===== src/rtl/control_sequencer.sv =====
// control_sequencer: microcoded control unit for the 8-bit bus CPU.
//
// Steps T0..T4 (T5 unreachable), decodes the opcode in ir[7:4] and drives
// the datapath strobes combinationally. The fetch steps (T0, T1) are common
// to all instructions. HLT latches a halted state that only rst clears.
//
// Optional feature: define CONDITIONAL_JUMP_EN to build the carry/zero flag
// registers and the JC/JZ instructions. Without it, opcodes 7 and 8 run as
// NOP and carry_flag/zero_flag read 0.
//
// Ports:
//   clk, rst                 clock, asynchronous active-high reset
//   step_en                  1 = advance, 0 = stall (step/flags hold, strobes 0)
//   ir[7:0]                  instruction register contents
//   alu_carry, alu_zero      ALU status, latched at the end of T4 of ADD/SUB
//   pc_in/pc_out/pc_add      PC load / drive bus / increment
//   mar_in                   MAR load
//   ram_in/ram_out           RAM write / drive bus
//   ir_in/ir_out             IR load / drive ir[3:0] onto bus
//   a_in/a_out, b_in/b_out   register load / drive
//   alu_out/alu_sub          ALU drive bus / subtract select
//   output_in                output register load
//   hlt                      halted indicator
//   carry_flag, zero_flag    latched flags
//   step[2:0]                current micro-step
module control_sequencer (
  input  logic       clk,
  input  logic       rst,
  input  logic       step_en,
  input  logic [7:0] ir,
  input  logic       alu_carry,
  input  logic       alu_zero,
  output logic       pc_in,
  output logic       pc_out,
  output logic       pc_add,
  output logic       mar_in,
  output logic       ram_in,
  output logic       ram_out,
  output logic       ir_in,
  output logic       ir_out,
  output logic       a_in,
  output logic       a_out,
  output logic       b_in,
  output logic       b_out,
  output logic       alu_out,
  output logic       alu_sub,
  output logic       output_in,
  output logic       hlt,
  output logic       carry_flag,
  output logic       zero_flag,
  output logic [2:0] step
);

  typedef enum logic [2:0] {
    StT0 = 3'd0,
    StT1 = 3'd1,
    StT2 = 3'd2,
    StT3 = 3'd3,
    StT4 = 3'd4,
    StT5 = 3'd5
  } step_e;

  localparam logic [3:0] OpNop = 4'h0;
  localparam logic [3:0] OpLda = 4'h1;
  localparam logic [3:0] OpAdd = 4'h2;
  localparam logic [3:0] OpSub = 4'h3;
  localparam logic [3:0] OpSta = 4'h4;
  localparam logic [3:0] OpLdi = 4'h5;
  localparam logic [3:0] OpJmp = 4'h6;
  localparam logic [3:0] OpJc  = 4'h7;
  localparam logic [3:0] OpJz  = 4'h8;
  localparam logic [3:0] OpOut = 4'hE;
  localparam logic [3:0] OpHlt = 4'hF;

  step_e      step_q;
  logic       halted_q;
  logic       carry_q;
  logic       zero_q;
  logic [3:0] opcode;
  logic       run;

  assign opcode = ir[7:4];
  // Strobes are live only when running, not halted and not in reset.
  assign run    = step_en && !halted_q && !rst;

  // The operand nibble goes to the bus through the datapath, not through here.
  logic unused_operand;
  assign unused_operand = ^ir[3:0];

  always_ff @(posedge clk or posedge rst) begin
    if (rst) begin
      step_q   <= StT0;
      halted_q <= 1'b0;
`ifdef CONDITIONAL_JUMP_EN
      carry_q  <= 1'b0;
      zero_q   <= 1'b0;
`endif
    end else if (step_en && !halted_q) begin
      case (step_q)
        StT0: step_q <= StT1;
        StT1: step_q <= StT2;
        StT2: begin
          if (opcode == OpHlt) begin
            // Stay at T2 with the halted latch set.
            halted_q <= 1'b1;
          end else if (opcode == OpLda || opcode == OpAdd ||
                       opcode == OpSub || opcode == OpSta) begin
            step_q <= StT3;
          end else begin
            step_q <= StT0;
          end
        end
        StT3: begin
          if (opcode == OpAdd || opcode == OpSub) step_q <= StT4;
          else                                    step_q <= StT0;
        end
        StT4: begin
          step_q <= StT0;
`ifdef CONDITIONAL_JUMP_EN
          if (opcode == OpAdd || opcode == OpSub) begin
            carry_q <= alu_carry;
            zero_q  <= alu_zero;
          end
`endif
        end
        default: step_q <= StT0;
      endcase
    end
  end

`ifndef CONDITIONAL_JUMP_EN
  assign carry_q = 1'b0;
  assign zero_q  = 1'b0;
  logic unused_alu_flags;
  assign unused_alu_flags = alu_carry ^ alu_zero;
`endif

  always_comb begin
    pc_in     = 1'b0;
    pc_out    = 1'b0;
    pc_add    = 1'b0;
    mar_in    = 1'b0;
    ram_in    = 1'b0;
    ram_out   = 1'b0;
    ir_in     = 1'b0;
    ir_out    = 1'b0;
    a_in      = 1'b0;
    a_out     = 1'b0;
    b_in      = 1'b0;
    b_out     = 1'b0;
    alu_out   = 1'b0;
    alu_sub   = 1'b0;
    output_in = 1'b0;
    if (run) begin
      case (step_q)
        StT0: begin
          pc_out = 1'b1;
          mar_in = 1'b1;
        end
        StT1: begin
          ram_out = 1'b1;
          ir_in   = 1'b1;
          pc_add  = 1'b1;
        end
        StT2: begin
          case (opcode)
            OpLda, OpAdd, OpSub, OpSta: begin
              ir_out = 1'b1;
              mar_in = 1'b1;
            end
            OpLdi: begin
              ir_out = 1'b1;
              a_in   = 1'b1;
            end
            OpJmp: begin
              ir_out = 1'b1;
              pc_in  = 1'b1;
            end
`ifdef CONDITIONAL_JUMP_EN
            OpJc: begin
              ir_out = carry_q;
              pc_in  = carry_q;
            end
            OpJz: begin
              ir_out = zero_q;
              pc_in  = zero_q;
            end
`endif
            OpOut: begin
              a_out     = 1'b1;
              output_in = 1'b1;
            end
            default: ;  // NOP, HLT, undefined opcodes
          endcase
        end
        StT3: begin
          case (opcode)
            OpLda: begin
              ram_out = 1'b1;
              a_in    = 1'b1;
            end
            OpAdd, OpSub: begin
              ram_out = 1'b1;
              b_in    = 1'b1;
            end
            OpSta: begin
              a_out  = 1'b1;
              ram_in = 1'b1;
            end
            default: ;
          endcase
        end
        StT4: begin
          if (opcode == OpAdd || opcode == OpSub) begin
            alu_out = 1'b1;
            a_in    = 1'b1;
            alu_sub = (opcode == OpSub);
          end
        end
        default: ;  // T5: no strobes
      endcase
    end
  end

  logic unused_nop;
  assign unused_nop = (opcode == OpNop) && (opcode == OpJc) && (opcode == OpJz);

  assign hlt        = halted_q;
  assign carry_flag = carry_q;
  assign zero_flag  = zero_q;
  assign step       = step_q;

endmodule


===== config.mk =====
export PLATFORM = sky130hd
export DESIGN_NAME = control_sequencer
export DESIGN_NICKNAME = d
export VERILOG_FILES = /design/src/rtl/control_sequencer.sv
export SDC_FILE = /design/constraint.sdc
export NUM_CORES = 1
export LEC_CHECK = 0
export ABC_AREA = 1
export CORE_MARGIN = 2
export CORE_UTILIZATION = 31
export DETAILED_ROUTE_END_ITERATION = 6
export PLACE_DENSITY_LB_ADDON = 0.25
export SETUP_SLACK_MARGIN = 0.4
export SYNTH_ARGS = -nofsm -noshare
export SYNTH_HDL_FRONTEND = slang
export SYNTH_SLANG_ARGS = --single-unit

===== constraint.sdc =====
create_clock -name clk -period 1.3 [get_ports clk]
set_clock_uncertainty 0.15 [all_clocks]
set_input_delay 0.26 -clock clk [delete_from_list [all_inputs] [get_ports clk]]
set_output_delay 0.26 -clock clk [all_outputs]
set_load 0.005 [all_outputs]

Word level (Yosys, flattened, before mapping):

Index checks and enable logic that the tools add are counted.
W data, S select, Z words.

* output and inout port bits: 21
* input bits: 13
* flip-flop bits (word level): 4

* reduce and logical (&&, ||, !) cells: 15
* mux-type cells: 41
* equality and inequality tests: 13

Operators by type and width (count)
* $mux W1: 33
* $eq A4 B3 Y1 const B: 3
* $pmux W3 S4: 1
* $eq A4 B2 Y1 const B: 2
* $eq A4 B4 Y1 const B: 2
* $eq A3 B2 Y1 const B: 2
* $mux W3: 2
* $pmux W1 S2: 3
* $reduce_or A6 Y1: 1
* $eq A4 B1 Y1 const B: 1
* $logic_or A1 B1 Y1: 4
* $reduce_or A4 Y1: 1
* $eq A3 B1 Y1 const B: 1
* $eq A3 B3 Y1 const B: 1
* $logic_not A3 Y1: 1
* $pmux W1 S3: 1
* $reduce_and A3 Y1: 1
* $reduce_or A3 Y1: 1
* $logic_and A1 B1 Y1: 2
* $logic_not A1 Y1: 2
* $mux W2: 1
* $ne A2 B2 Y1 const B: 1
* $reduce_and A2 Y1: 1
* $reduce_or A2 Y1: 1

Logic depth before layout (Yosys ltp):

Gate-level depths: netlist of run 1.

* depth in word-level cells: 7
* gate-level depth with buffers: 8
* mapped depth without buffers: 8

Least setup slack after synthesis of run 1:

OpenSTA, ideal clock, no wires.

* path kind: reg-to-output
* from: register halted_q (netlist: hlt)
* to: output pc_add
* buffers on the path: 1
* data required time: 0.890 ns
* cell stages (with the launch flop): 7
* data arrival time: 1.023 ns
* setup slack: -0.133 ns
* path through: dfrtp_1 inv_2 nand2_2 nor2_2 inv_2 nor2_1 buf_4

* longest elaborated chain between the ends: 4

Ends and longest elaborated chain
* start: declaration: RTL line 76 `logic halted_q;`
* start signal: assignment: RTL line 93 `halted_q <= 1'b0;`
* start signal: assignment: RTL line 105 `halted_q <= 1'b1;`
* $logic_not A1 Y1: RTL line 84 `assign run = step_en && !halted_q && !rst;`
* $logic_and A1 B1 Y1 (2 in a row): RTL line 84
* $mux W1
* end: declaration: RTL line 35 `output logic pc_add,`

No other way between the ends.

Worst setup path after layout of run 1:

* from: register halted_q (netlist: hlt)
* to: output alu_sub

* longest elaborated chain between the ends: 4

Ends and longest elaborated chain
* $logic_not A1 Y1: RTL line 84
* $logic_and A1 B1 Y1 (2 in a row): RTL line 84
* $mux W1: RTL line 154 `if (run) begin`
* end: declaration: RTL line 46 `output logic alu_sub,`

No other way between the ends.

==> flow_summary_export.csv, run 1 <==
group,metric,value,unit
worst_setup_path,endpoint_kind,"primary output",
global_routing,grt.total_usage,23.7,%
global_routing,grt_max_degree,6,
clock_tree,clock-sinks,4,
finish,syn2layout_area_growth,159,%
synth,synth_xor_area_share,0,%
synth,yosysSeqAreaShare,19.7,%
timing,max_freq,523,MHz
worst_setup_path,cp-start-kind,"flop",
run_status,status,"finished with violations",
synth,syn_area,508,um^2
worst_setup_path,path_class,"flop to primary output",
placed_design,dp.cells,147,
placed_design,placed_cell_area,927,um^2
timing,setup_ws,-614,ps
die,pin_count,34,
pwr,ir_worst_vdd,0.391,mV
run,max-cap-violations,0,
worst_setup_path,cp.required,890,ps
global_routing,grt-busiest-layer,"met2",
global_routing,antenna_found_initial,0,
synth,ys_types,17,
clock_tree,h-tree-depth,1,
synth,synthAdderAreaFrac,0,%
die,core,1520,um^2
synth,synth_warnings,0,
worst_hold_path,hp-class,"input pin to asynchronous set/reset pin",
synth,ys_seq_elements,4,
synth,syn_inst,89,
routing,first_pass_iters,4,
global_routing,grt_pass1_wl,3460,um
timing,fin_crit,1910,ps
clock_tree,clockBufferDepth,2,
die,initial_core_util,33.3,%
synth,syn_avg_cell_area,5.71,um^2
worst_setup_path,rr_worst_depth,10,
pwr,totalPowerFinal,366,uW
pwr,power.leakage,0.000726,uW
worst_setup_path,path_max_fanout,5,
routing,drt_iter0_drc,23,
finish,layout-drive-gt1-share,71.0,%
global_routing,grt.met2_usage,41.4,%
synth,synth.top_cell.area_share,20.7,%
worst_setup_path,rr_startpoint,"step[0]",
worst_setup_path,worstPathArrival,1500,ps
worst_setup_path,cp-endpoint,"alu_sub",
routing,ant_nets,0,
timing,rsz0062_at_grt,"yes",
synth,synth_area_leaders,"nand2_1, dfrtp_1, inv_1",
placed_design,io_buffers,24,
worst_setup_path,rrSetupSlack,-240,ps
worst_setup_path,crit_path_start,"hlt",
timing,hold_violations,0,
routing,via_per_inst,4.80,
global_routing,use_met1,26.7,%
clock_tree,cts_inserted_buffers,3,
finish,design_area,1320,um^2
global_routing,overflow,0,
placed_design,pre_cts_ws,-1030,ps
placed_design,hpwlAfterDp,1160,um
synth,synth_top_area_cell,"nand2_1",
finish,diodes,0,
die,die_h,44.5,um
routing,via_count,854,
placed_design,place_congestion,0.772,
timing,finalCritPeriodShare,147,%
synth,synth_mux_area_share,0,%
finish,final.fill_count,83,
timing,drv_slew,0,
die,rows,14,
routing,wl_per_cell,14.6,um
global_routing,grt_pass1_vias,781,
clock_tree,cts_tree,"done",
pwr,power.density,277,nW/um^2
synth,synth-simple-area-share,57.4,%
run_status,violations,"negative setup slack",
synth,synth_top_family_by_area,"simple AND/OR/NAND/NOR gates",
die,dieArea,1980,um^2
finish,fin_nets,177,
clock_tree,cts_root_buf,"clkbuf_4",
routing,drc,0,
clock_tree,worstSkewPairLatency,240,ps
global_routing,use_met3,2.04,%
finish,final_cells,178,
synth,synth_compound_area_share,2.96,%
worst_setup_path,timing.rr.end,"step[1]",
die,die-width,44.5,um
clock_tree,clk_pin_slew_worst_paths,40,ps
timing,setup_viol,22,
routing,drt-total-wl,2600,um
-- timing repair --
action                                  in CTS  in global routing
buffers inserted                            19                  9
endpoints found under the hold margin        0                  0
resized for setup                          115                 25
gates cloned                                 0                  0
endpoints found under the setup margin      22                 22
hold buffers                                 0                  0
pin swaps                                   13                  4
-- sequential cells by signal, summed over array words and instances (netlist names) --
name,count
hlt,1
step,3
-- cell families after synthesis --
| logic type | count (synthesis) |
|---|---|
| other cells | 1 |
| buf+inv | 22 |
| simple gates | 59 |
| compound gates | 3 |
| flops | 4 |
-- power breakdown --
part | leakage [uW] | internal, uW | switching [uW] | total [uW]
registers | 0.0000473 | 125 | 0 | 125
clock network | 0.0000138 | 104 | 57.8 | 161
logic | 0.000664 | 32.9 | 45.9 | 78.8
-- Yosys cell counts, drive strengths merged --
cell	count
a21oi	2
nand3	6
nand3b	1
o21ai	1
buf	4
nand2	34
nor3	4
conb	1
inv	18
dfrtp	4
nor2	14
-- routing by layer --
metal | share of wire, % | up-vias | routed length (um)
met2 | 53 | 37 | 1380
met1 | 38 | 394 | 992
met3 | 3.9 | 12 | 102
met5 | 0 | - | 0
li1 | - | 411 | -
met4 | 4.6 | 0 | 120
-- worst max-delay path, cell delays in order, from the launching register on --
cell	delay (ps)
dfrtp_1	390
inv_2	90
nand2_4	60
nor2_4	170
clkinv_4	120
nor3_2	210
clkdlybuf4s15_2	230
-- stage by stage --
stage	hold slack (ps)	TNS (ps)	util [%]
after floorplan	-124	-153	-
after global placement	390	-14250	60.8
after detailed placement	398	-14690	60.8
after CTS	136	-7940	77.1
after global routing	153	-9800	86.5
final	142	-8770	86.5
-- worst min-delay path by stage --
| stage | to | slack [ps] | start | cells after the start |
|---|---|---|---|---|
| after floorplan | hlt | -120 | rst | 1 |
| after global placement | hlt | 390 | rst | 2 |
| after detailed placement | hlt | 400 | rst | 2 |
| after CTS | hlt | 140 | rst | 2 |
| after global routing | step[1] | 150 | rst | 2 |
| final | step[1] | 140 | rst | 2 |
-- cell type report --
| cell class | count | area, um^2 | share of cell area (%) |
|---|---|---|---|
| clock buffers | 3 | 22.5 | 1.71 |
| inverters | 18 | 80.1 | 6.08 |
| multi-input cells | 65 | 464 | 35.2 |
| flip-flops and latches | 4 | 103 | 7.79 |
| well taps | 16 | 20.0 | 1.52 |
| repair buffers | 72 | 628 | 47.7 |
-- placed cells by master, fill, tap and decap left out, drive strengths merged --
cell	n
buf	64
nand2	34
inv	17
nor2	14
nand3	6
dlygate4sd2	5
nor3	4
clkbuf	4
dfrtp	4
conb	3
a21oi	2
clkinv	1
nand3b	1
o21ai	1
clkdlybuf4s50	1
clkdlybuf4s15	1
(Power assumes the default switching activity.)
==> run 2, diff against run 1 <==
--- a/config.mk
+++ b/config.mk
@@ -6,10 +6,10 @@
 export NUM_CORES = 1
 export LEC_CHECK = 0
 export ABC_AREA = 1
-export CORE_MARGIN = 2
 export CORE_UTILIZATION = 31
 export DETAILED_ROUTE_END_ITERATION = 6
 export PLACE_DENSITY_LB_ADDON = 0.25
+export RECOVER_POWER = 100
 export SETUP_SLACK_MARGIN = 0.4
 export SYNTH_ARGS = -nofsm -noshare
 export SYNTH_HDL_FRONTEND = slang
==> flow_summary_export.csv, run 2 (synthesized netlist as in run 1, its figures left out) <==
group,metric,value,unit
run_status,status,"finished with violations",
run_status,violations,"negative hold slack, negative setup slack",
global_routing,antenna_found_initial,0,
routing,via_count,709,
routing,via_per_inst,4.40,
placed_design,place_congestion,0.766,
worst_setup_path,cp.required,890,ps
placed_design,io_buffers,24,
die,die_h,42.5,um
clock_tree,clk_pin_slew_worst_paths,40,ps
routing,wl_per_cell,11.4,um
clock_tree,h-tree-depth,1,
die,rows,14,
worst_setup_path,worstPathArrival,1400,ps
global_routing,grt_pass1_vias,666,
placed_design,dp.cells,147,
finish,syn2layout_area_growth,115,%
global_routing,grt.total_usage,20.9,%
clock_tree,worstSkewPairLatency,230,ps
pwr,intPower,265,uW
pwr,p_seq_share,35.4,%
finish,fin_nets,160,
die,dieArea,1800,um^2
finish,largest_reg_flops,3,
routing,drt_iter0_drc,7,
placed_design,pre_cts_ws,-971,ps
finish,diodes,0,
finish,final_cells,161,
clock_tree,clock-sinks,4,
routing,ant_nets,0,
clock_tree,cts_hold_buf,0,
finish,layout_commonest_cell,"nand2_1",
timing,drv_slew,0,
timing,setup_tns,-6920,ps
placed_design,hpwlAfterDp,1210,um
timing,hold_violations,4,
worst_setup_path,timing.rr.end,"step[0]",
pwr,p_comb_share,22.3,%
routing,drt-total-wl,1830,um
worst_setup_path,rr_worst_depth,9,
finish,design_area,1090,um^2
timing,setup_ws,-512,ps
worst_setup_path,rrSetupSlack,-120,ps
clock_tree,cts_inserted_buffers,3,
worst_setup_path,path_class,"flop to primary output",
timing,max_freq,552,MHz
timing,rsz0062_at_grt,"yes",
timing,setup_viol,21,
timing,whs,-156,ps
pwr,ir_worst_vdd,0.308,mV
finish,layout-drive-gt1-share,64.1,%
pwr,switching_share,25.1,%
global_routing,grt_pass1_wl,2790,um
clock_tree,cts_root_buf,"clkbuf_4",
pwr,p_switching,88.5,uW
pwr,p_clk_share,42.3,%
die,initial_core_util,33.3,%
timing,finalCritPeriodShare,139,%
timing,fin_crit,1810,ps
finish,most-common-layout-cells,"nand2_1, buf_6, buf_4",
worst_setup_path,rr_startpoint,"step[2]",
worst_setup_path,endpoint_kind,"primary output",
routing,first_pass_iters,3,
clock_tree,cts_tree,"done",
die,die-width,42.5,um
pwr,power.leakage,0.000638,uW
worst_hold_path,hp-class,"input pin to asynchronous set/reset pin",
die,pin_count,34,
pwr,power.density,324,nW/um^2
placed_design,placed_cell_area,927,um^2
clock_tree,clockBufferDepth,2,
global_routing,overflow,0,
routing,drc,0,
pwr,totalPowerFinal,353,uW
worst_setup_path,path_max_fanout,4,
worst_setup_path,cp-start-kind,"flop",
global_routing,grt_max_degree,7,
run,max-cap-violations,0,
die,core,1520,um^2
[run 2: changes by cell type in the layout (fill, tap and decap cells not counted), moves of 2 or more]
cell,previous run,this run
buf_2,11,13
buf_4,25,18
buf_6,28,18
dlygate4sd2_1,5,3
nand2_1,21,26
nand2_2,9,4
nor2_1,4,6
nor2_4,7,4
[run 2: worst max path at each step]
stage	start	to	cells past startpoint
after detailed placement	ir[7]	mar_in	7
after global routing	hlt	pc_in	7
final	hlt	ir_out	7
after floorplan	step[0]	mar_in	5
after CTS	hlt	pc_in	7
after global placement	ir[7]	alu_sub	5
[run 2: cell type report]
class	instances	area [um^2]
fillers	121	433
repair buffers	55	458
well taps	16	20.0
inverters	18	70.1
clock buffers	3	22.5
flip-flops and latches	4	104
multi-input cells	65	417
[run 2: timing repair]
item,in CTS,in global routing
gates resized for setup,105,14
hold endpoints to repair,0,4
setup endpoints to repair,22,22
pin swaps,11,3
buffers inserted,8,3
[run 2: routing by layer]
layer	track usage (%)	up-vias	part of all wire [%]
met5	0	-	0
met4	9.38	0	0
met3	2.59	0	2.0
met2	38.2	11	60
met1	23.7	329	38
li1	-	369	-
[run 2: power groups by stage]
| stage | sequential [uW] | combinational [uW] | clock [uW] |
|---|---|---|---|
| floorplan | 127 | 33.4 | 0 |
| global placement | 127 | 77.2 | 0 |
| detailed placement | 127 | 78.8 | 0 |
| CTS | 125 | 77.4 | 160 |
| global route | 125 | 88.3 | 164 |
| finish | 125 | 78.7 | 149 |
[run 2: worst max-delay path, cell delays in order (launching register included)]
cell     delay (ps)
dfrtp_1         380
inv_2            80
nand2_4          60
nor2_4          160
nand3_2         120
buf_4           160
a21oi_2          90
buf_2           120
[run 2: through the flow]
step / util [%] / hold slack (ps)
6_report: 71.6 / -156
5_1_grt: 71.6 / -134
4_1_cts: 67.4 / 158
3_5_place_dp: 60.8 / 411
3_3_place_gp: 60.8 / 388
2_1_floorplan: - / -124
